==> config.mk <==
export PLATFORM = sky130hd
export DESIGN_NAME = imm_gen_buf_flat
export DESIGN_NICKNAME = d
export VERILOG_FILES = /design/src/rtl/imm_gen_pkg.sv /design/src/rtl/imm_gen_buf_if.sv /design/src/rtl/imm_gen_buf_format.sv /design/src/rtl/imm_gen_buf.sv /design/src/flat_wrapper.sv
export SDC_FILE = /design/constraint.sdc
export NUM_CORES = 1
export LEC_CHECK = 0
export ABC_CLOCK_PERIOD_IN_PS = 4000
export CAP_MARGIN = 20
export CORE_MARGIN = 4
export CORE_UTILIZATION = 48
export CTS_CLUSTER_SIZE = 8
export DETAILED_ROUTE_END_ITERATION = 16
export DONT_BUFFER_PORTS = 1
export MAX_ROUTING_LAYER = met4
export SYNTH_ARGS = -nofsm -noshare
export SYNTH_HDL_FRONTEND = slang
export SYNTH_HIERARCHICAL = 1
export SYNTH_SLANG_ARGS = --single-unit
==> constraint.sdc <==
create_clock -name clk -period 4 [get_ports clk]
set_input_delay 0.4 -clock clk [delete_from_list [all_inputs] [get_ports clk]]
set_output_delay 0.4 -clock clk [all_outputs]
set_load 0.005 [all_outputs]
==> src/rtl/imm_gen_pkg.sv <==
// Shared types and constants for the immediate generator buffer.
// Holds the immediate type encoding, the occupancy states of the
// two-entry output queue, the RISC-V opcodes used by the optional
// opcode-driven type decode, and a sign-extension helper.
package imm_gen_pkg;

   typedef enum logic [2:0] {
      IMM_I   = 3'd0,
      IMM_S   = 3'd1,
      IMM_B   = 3'd2,
      IMM_U   = 3'd3,
      IMM_J   = 3'd4,
      IMM_Z   = 3'd5,
      IMM_ILL = 3'd6
   } imm_type_t;

   typedef enum logic [1:0] {
      ST_EMPTY = 2'd0,
      ST_ONE   = 2'd1,
      ST_FULL  = 2'd2
   } fifo_state_t;

   localparam logic [6:0] OPC_LOAD   = 7'b0000011;
   localparam logic [6:0] OPC_OP_IMM = 7'b0010011;
   localparam logic [6:0] OPC_JALR   = 7'b1100111;
   localparam logic [6:0] OPC_STORE  = 7'b0100011;
   localparam logic [6:0] OPC_BRANCH = 7'b1100011;
   localparam logic [6:0] OPC_LUI    = 7'b0110111;
   localparam logic [6:0] OPC_AUIPC  = 7'b0010111;
   localparam logic [6:0] OPC_JAL    = 7'b1101111;
   localparam logic [6:0] OPC_SYSTEM = 7'b1110011;

   // Widen a 32-bit value to 64 bits by replicating its top bit.
   function automatic logic [63:0] sext32(input logic [31:0] v);
      return {{32{v[31]}}, v};
   endfunction

endpackage

==> src/rtl/imm_gen_buf_if.sv <==
// Handshake bundle for the immediate generator buffer: an instruction
// input side and a formatted-immediate output side, each valid/ready.
interface imm_gen_buf_if #(parameter int XLEN = 32);

   logic            in_valid;
   logic            in_ready;
   logic [31:0]     in_instr;
   logic [2:0]      in_sel;
   logic            out_valid;
   logic            out_ready;
   logic [XLEN-1:0] out_imm;
   logic [2:0]      out_type;
   logic            out_err;

   modport master (
      output in_valid, in_instr, in_sel, out_ready,
      input  in_ready, out_valid, out_imm, out_type, out_err
   );

   modport slave (
      input  in_valid, in_instr, in_sel, out_ready,
      output in_ready, out_valid, out_imm, out_type, out_err
   );

endinterface

==> src/rtl/imm_gen_buf_format.sv <==
// imm_format: purely combinational immediate formatter. Builds the
// 32-bit immediate for the given type, then widens it to XLEN with
// sign replication (or zero fill for the CSR zimm type). Unknown
// types produce zero and raise o_err.
module imm_format
   import imm_gen_pkg::*;
#(
   parameter int XLEN = 32
) (
   input  logic [31:0]     i_instr,
   input  logic [2:0]      i_type,
   output logic [XLEN-1:0] o_imm,
   output logic            o_err
);

   logic [31:0] w_raw;
   logic        w_signed;
   logic [63:0] w_ext;
   logic        w_unusedBits;

   // Select the bit scatter for the requested immediate type.
   always_comb begin
      w_raw    = '0;
      w_signed = 1'b1;
      o_err    = 1'b0;
      case (i_type)
         IMM_I: w_raw = {{20{i_instr[31]}}, i_instr[31:20]};
         IMM_S: w_raw = {{20{i_instr[31]}}, i_instr[31:25], i_instr[11:7]};
         IMM_B: w_raw = {{19{i_instr[31]}}, i_instr[31], i_instr[7],
                         i_instr[30:25], i_instr[11:8], 1'b0};
         IMM_U: w_raw = {i_instr[31:12], 12'b0};
         IMM_J: w_raw = {{11{i_instr[31]}}, i_instr[31], i_instr[19:12],
                         i_instr[20], i_instr[30:21], 1'b0};
         IMM_Z: begin
            w_raw    = {27'b0, i_instr[19:15]};
            w_signed = 1'b0;
         end
         default: begin
            w_raw    = '0;
            w_signed = 1'b0;
            o_err    = 1'b1;
         end
      endcase
   end

   assign w_ext = w_signed ? sext32(w_raw) : {32'b0, w_raw};
   assign o_imm = w_ext[XLEN-1:0];

   // Opcode bits never feed the formatter and the upper half is only
   // needed for 64-bit builds.
   assign w_unusedBits = ^{i_instr[6:0], w_ext[63:32]};

endmodule

==> src/rtl/imm_gen_buf.sv <==
// imm_gen_buf: formats RISC-V immediates on accept and queues the
// result, its type and an illegal-type flag in a two-entry FIFO.
// Optional build macro IMM_GEN_AUTODECODE_EN: when defined, the type is
// derived from the instruction opcode and in_sel is ignored; otherwise
// the type comes straight from in_sel.
module imm_gen_buf
   import imm_gen_pkg::*;
#(
   parameter int XLEN = 32
) (
   input  logic         clk,
   input  logic         rst,
   imm_gen_buf_if.slave bus
);

   fifo_state_t     r_state;
   logic            r_outValid;
   logic            r_notFull;
   logic            r_wrPtr;
   logic            r_rdPtr;
   logic [XLEN-1:0] r_immMem  [2];
   logic [2:0]      r_typeMem [2];
   logic            r_errMem  [2];

   logic [2:0]      w_type;
   logic [XLEN-1:0] w_imm;
   logic            w_err;
   logic            w_inReady;
   logic            w_push;
   logic            w_pop;

`ifdef IMM_GEN_AUTODECODE_EN
   logic            w_unusedSel;

   // Map the major opcode onto an immediate type; SYSTEM splits on
   // funct3[2] between CSR-immediate and register forms.
   always_comb begin
      w_type = IMM_ILL;
      case (bus.in_instr[6:0])
         OPC_OP_IMM, OPC_LOAD, OPC_JALR: w_type = IMM_I;
         OPC_STORE:                      w_type = IMM_S;
         OPC_BRANCH:                     w_type = IMM_B;
         OPC_LUI, OPC_AUIPC:             w_type = IMM_U;
         OPC_JAL:                        w_type = IMM_J;
         OPC_SYSTEM:                     w_type = bus.in_instr[14] ? IMM_Z : IMM_I;
         default:                        w_type = IMM_ILL;
      endcase
   end

   assign w_unusedSel = ^bus.in_sel;
`else
   assign w_type = bus.in_sel;
`endif

   imm_format #(.XLEN(XLEN)) u_format (
      .i_instr (bus.in_instr),
      .i_type  (w_type),
      .o_imm   (w_imm),
      .o_err   (w_err)
   );

   // Ready is forced low while reset is held, so nothing is accepted
   // until the first rising edge after release.
   assign w_inReady = rst & r_notFull;
   assign w_push    = bus.in_valid & w_inReady;
   assign w_pop     = r_outValid & bus.out_ready;

   // Occupancy FSM with registered valid/not-full flags.
   always_ff @(posedge clk or negedge rst) begin
      if (!rst) begin
         r_state    <= ST_EMPTY;
         r_outValid <= 1'b0;
         r_notFull  <= 1'b1;
      end else begin
         case (r_state)
            ST_EMPTY: begin
               if (w_push) begin
                  r_state    <= ST_ONE;
                  r_outValid <= 1'b1;
               end
            end
            ST_ONE: begin
               if (w_push && !w_pop) begin
                  r_state   <= ST_FULL;
                  r_notFull <= 1'b0;
               end else if (w_pop && !w_push) begin
                  r_state    <= ST_EMPTY;
                  r_outValid <= 1'b0;
               end
            end
            ST_FULL: begin
               if (w_pop) begin
                  r_state   <= ST_ONE;
                  r_notFull <= 1'b1;
               end
            end
            default: begin
               r_state    <= ST_EMPTY;
               r_outValid <= 1'b0;
               r_notFull  <= 1'b1;
            end
         endcase
      end
   end

   // Storage and 1-bit wrapping pointers; reset clears entries so the
   // head outputs read zero while empty after reset.
   always_ff @(posedge clk or negedge rst) begin
      if (!rst) begin
         r_wrPtr <= 1'b0;
         r_rdPtr <= 1'b0;
         for (int i = 0; i < 2; i++) begin
            r_immMem[i]  <= '0;
            r_typeMem[i] <= '0;
            r_errMem[i]  <= 1'b0;
         end
      end else begin
         if (w_push) begin
            r_immMem[r_wrPtr]  <= w_imm;
            r_typeMem[r_wrPtr] <= w_type;
            r_errMem[r_wrPtr]  <= w_err;
            r_wrPtr            <= ~r_wrPtr;
         end
         if (w_pop) begin
            r_rdPtr <= ~r_rdPtr;
         end
      end
   end

   assign bus.in_ready  = w_inReady;
   assign bus.out_valid = r_outValid;
   assign bus.out_imm   = r_immMem[r_rdPtr];
   assign bus.out_type  = r_typeMem[r_rdPtr];
   assign bus.out_err   = r_errMem[r_rdPtr];

endmodule
==> src/flat_wrapper.sv <==
// flat-port wrapper written by rule: the top's interface ports become plain ports
module imm_gen_buf_flat import imm_gen_pkg::*;
#(
   parameter int XLEN = 32
)
  (clk, rst, bus_in_valid, bus_in_instr, bus_in_sel, bus_out_ready, bus_in_ready, bus_out_valid, bus_out_imm, bus_out_type, bus_out_err);
  imm_gen_buf_if #(.XLEN(XLEN)) bus_i ();
  input  logic clk;
  input  logic rst;
  input wire logic [$bits(bus_i.in_valid)-1:0] bus_in_valid;
  input wire logic [$bits(bus_i.in_instr)-1:0] bus_in_instr;
  input wire logic [$bits(bus_i.in_sel)-1:0] bus_in_sel;
  input wire logic [$bits(bus_i.out_ready)-1:0] bus_out_ready;
  output wire logic [$bits(bus_i.in_ready)-1:0] bus_in_ready;
  output wire logic [$bits(bus_i.out_valid)-1:0] bus_out_valid;
  output wire logic [$bits(bus_i.out_imm)-1:0] bus_out_imm;
  output wire logic [$bits(bus_i.out_type)-1:0] bus_out_type;
  output wire logic [$bits(bus_i.out_err)-1:0] bus_out_err;
  assign bus_i.in_valid = bus_in_valid;
  assign bus_i.in_instr = bus_in_instr;
  assign bus_i.in_sel = bus_in_sel;
  assign bus_i.out_ready = bus_out_ready;
  assign bus_in_ready = bus_i.in_ready;
  assign bus_out_valid = bus_i.out_valid;
  assign bus_out_imm = bus_i.out_imm;
  assign bus_out_type = bus_i.out_type;
  assign bus_out_err = bus_i.out_err;
  imm_gen_buf #(.XLEN(XLEN)) u_core (.clk(clk), .rst(rst), .bus(bus_i));
endmodule
==> impl_results.md <==
- Post-synth top area share: 0.472
- Grt met3 use: 0.0549
- Clk_lat worst skew: 0.34 ns
- Setup violations, final: 0
- Area leader, netlist: dfrtp_1
- Fmax: 434 MHz
- First-pass GRT wire length: 13600 um
- Mapped Area: 4090 um2
- Layout Skew: 0.00767 ns
- P&R area growth vs syn: 5.51%
- Die Wd: 100 um
- Top_reg_cell synth: dfrtp_1
- Period utilisation layout: 0.576
- Starting density of the core: 0.495
- P_leak: 2.28 nW
- DPL Wire Length: 5530 um
- Pwr Density: 385 nW/um2
- Flop pwr share: 0.527
- Ys Warns: 6
- CP required: 4.23 ns
- GRT busiest layer: met2
- Cell variety after synth: 38
- Worst-margin pin slew: 1.03 ns
- Final ANT Viol Nets: 0
- RSZ-0062 raised after global routing: no
- Overflow after GRT: 0
- Port buffer count: 0
- Hold Path Class: in -> reg
- Initial antenna violation count: 0
- Via Count: 2361
- DR pass1 iterations: 4
- Clock power frac: 0.389
- Syn_area_per_cell: 13.4 um2
- Pre-CTS setup slack: 1.69 ns
- Max-capacitance violation count: 0
- Clk buf depth: 2
- Comb power frac: 0.084
- Relative slew slack: 0.312
- Final net count: 337
- Fin area: 4310 um2
- Clock sinks: 78
- Setup tns final: 0 ns
- CTS root buf: clkbuf_8
- Final Power: 0.00166 W
- P_int: 0.00124 W
- Top cells by count, synth: dfrtp_1, mux2_2, mux2_4, a21oi_1, a21o_1
- I/O Pins: 77
- Core Util, Final: 0.522
- Drt via density: 5.82
- Setup CP Type: reg -> reg
- Critical Path Start Type: flop
- Highest fanout seen on the critical path: 29
- Diodes inserted: 0
- Yosys reg bits: 78
- CTS clk-pin slew, worst paths: 0.08 ns
- Async set-reset flop share out of synthesis: 1.00
- Main area contributors after synthesis: dfrtp_1, mux2_2, mux2_4
- Post-route DRC: 0
- WL per Instance: 21.4 um
- CORE AREA: 8260 um2
- Initial DRC count: 103
- Layout cell share with drive strength beyond 1: 0.429
- FP Rows: 33
- Number of global-route vias before repair: 2448
- Outcome: completed
- Post-Route WL: 8680 um
- Psw: 0.000423 W
- H-tree depth: 3
- Num CTS Buffers: 9
- Cells after Synth: 306
- Pin count of the biggest net entering global routing: 79
- CTS tree: done
- Sequential area share after synthesis: 0.478
- All-Layer GR Usage: 0.182
- Final min period: 2.30 ns
- GR Util met1: 0.245
- Post-synth EDFFs: 0
- Final Max Slew Viols: 0
- Resize count post-CTS: 0
- Syn Nets: 347
- Met2 usage: 0.264
- Setup ws final: 1.70 ns
- Placed Area: 4050 um2
- Die outline area: 10100 um2
- VDD IR max: 0.161 mV
- Chip Height: 100 um
- Final number of hold-violating endpoints: 0
- Arr. time, crit path: 2.53 ns
- Sw Ratio: 0.255
- CP Capture Type: flop
- RePlAce Congestion: 0.821
[power by group through the flow]
stage | sequential [W] | clock [W] | combinational [W]
after floorplan | 0.000810 | 0 | 0.000181
after global placement | 0.000894 | 0 | 0.000119
after detailed placement | 0.000895 | 0 | 0.000120
after CTS | 0.000878 | 0.000662 | 0.000141
after global routing | 0.000881 | 0.000690 | 0.000150
final | 0.000875 | 0.000647 | 0.000139
[path summary, 6_finish.rpt]
| kind | from | end | slack [ns] | cells after the start |
|---|---|---|---|---|
| worst min-delay path | bus_in_sel[0] | u_core/r_typeMem[3] | 0.20 | 1 |
| worst max register to register | u_core/r_notFull | u_core/r_immMem[46] | 1.70 | 4 |
| max in group asynchronous | rst | u_core/r_immMem[13] | 3.05 | 2 |
| worst min register to register | u_core/r_immMem[2] | u_core/r_immMem[2] | 0.49 | 1 |
| min in group asynchronous | rst | u_core/r_immMem[0] | 0.58 | 2 |
| worst max-delay path | u_core/r_notFull | u_core/r_immMem[46] | 1.70 | 4 |
[cell type report]
type / instances / area [um2]
Clock buffer: 14 / 183
Clock inverter: 2 / 37.5
Fill cell: 734 / 3950
Inverter: 4 / 15.0
Multi-Input combinational cell: 200 / 1940
Sequential cell: 78 / 1950
Tap cell: 105 / 131
Timing Repair Buffer: 3 / 45.0
[metal layers]
metal  up-vias  share of wire  wire [um]
met5         -              0          0
met1      1207           0.46       4000
met3         9          0.072        628
met2        67           0.46       3950
met4         0          0.011         93
li1       1078              -          -
[placed cells by master, fill, tap and decap left out, types with 2 or more instances in the layout]
cell	Yosys	final
inv_1	4	4
nand3b_1	2	2
a211oi_1	2	2
o21ai_0	4	4
mux2_2	77	77
nor2b_1	7	7
and2b_1	3	3
o22ai_1	8	8
a221o_1	4	4
and2_1	4	4
clkbuf_8	0	13
ha_1	2	2
a21o_1	12	12
a21oi_1	16	16
xnor2_1	2	2
nor2_1	2	2
mux2_4	29	29
nand2_1	8	8
nor3b_1	4	4
mux2_1	2	2
dfrtp_1	77	76
[per-stage QoR]
stage                     hold slack (ns)  instances
after floorplan                     0.104        306
after global placement              0.108        388
after detailed placement            0.107        388
after CTS                           0.186        406
after global routing                0.175        406
final                               0.198        406
[sequential cells by signal, summed over array words and instances, names as in the netlist]
name                  count
u_core/r_typeMem          6
u_core/r_immMem          64
u_core/r_wrPtr            1
u_core/r_notFull          1
u_core/bus.out_valid      1
u_core/r_errMem           2
u_core/r_rdPtr            1
u_core/r_state            2
[cell families (layout without fill, tap and decap cells)]
kind of cell    count (synthesis)  in the layout  share of synthesized area
mux                           108            108                      0.324
flops                          78             78                      0.478
compound gates                 50             50                     0.0799
simple gates                   37             37                     0.0585
buf+inv                        28             23                     0.0459
fa+ha+maj                       3              3                    0.00888
xor+xnor                        2              2                    0.00429
[what timing repair did]
action,in CTS,in global routing
hold buffers,2,0
endpoints found under the hold margin,78,0
buffers inserted,0,0
[critical path, stage by stage, from the launching register on]
cell      delay, ns
dfstp_2        0.54
and3_1         0.28
nand2b_2       0.60
buf_4          0.45
mux2_4         0.31
(Power assumes the default switching activity.)
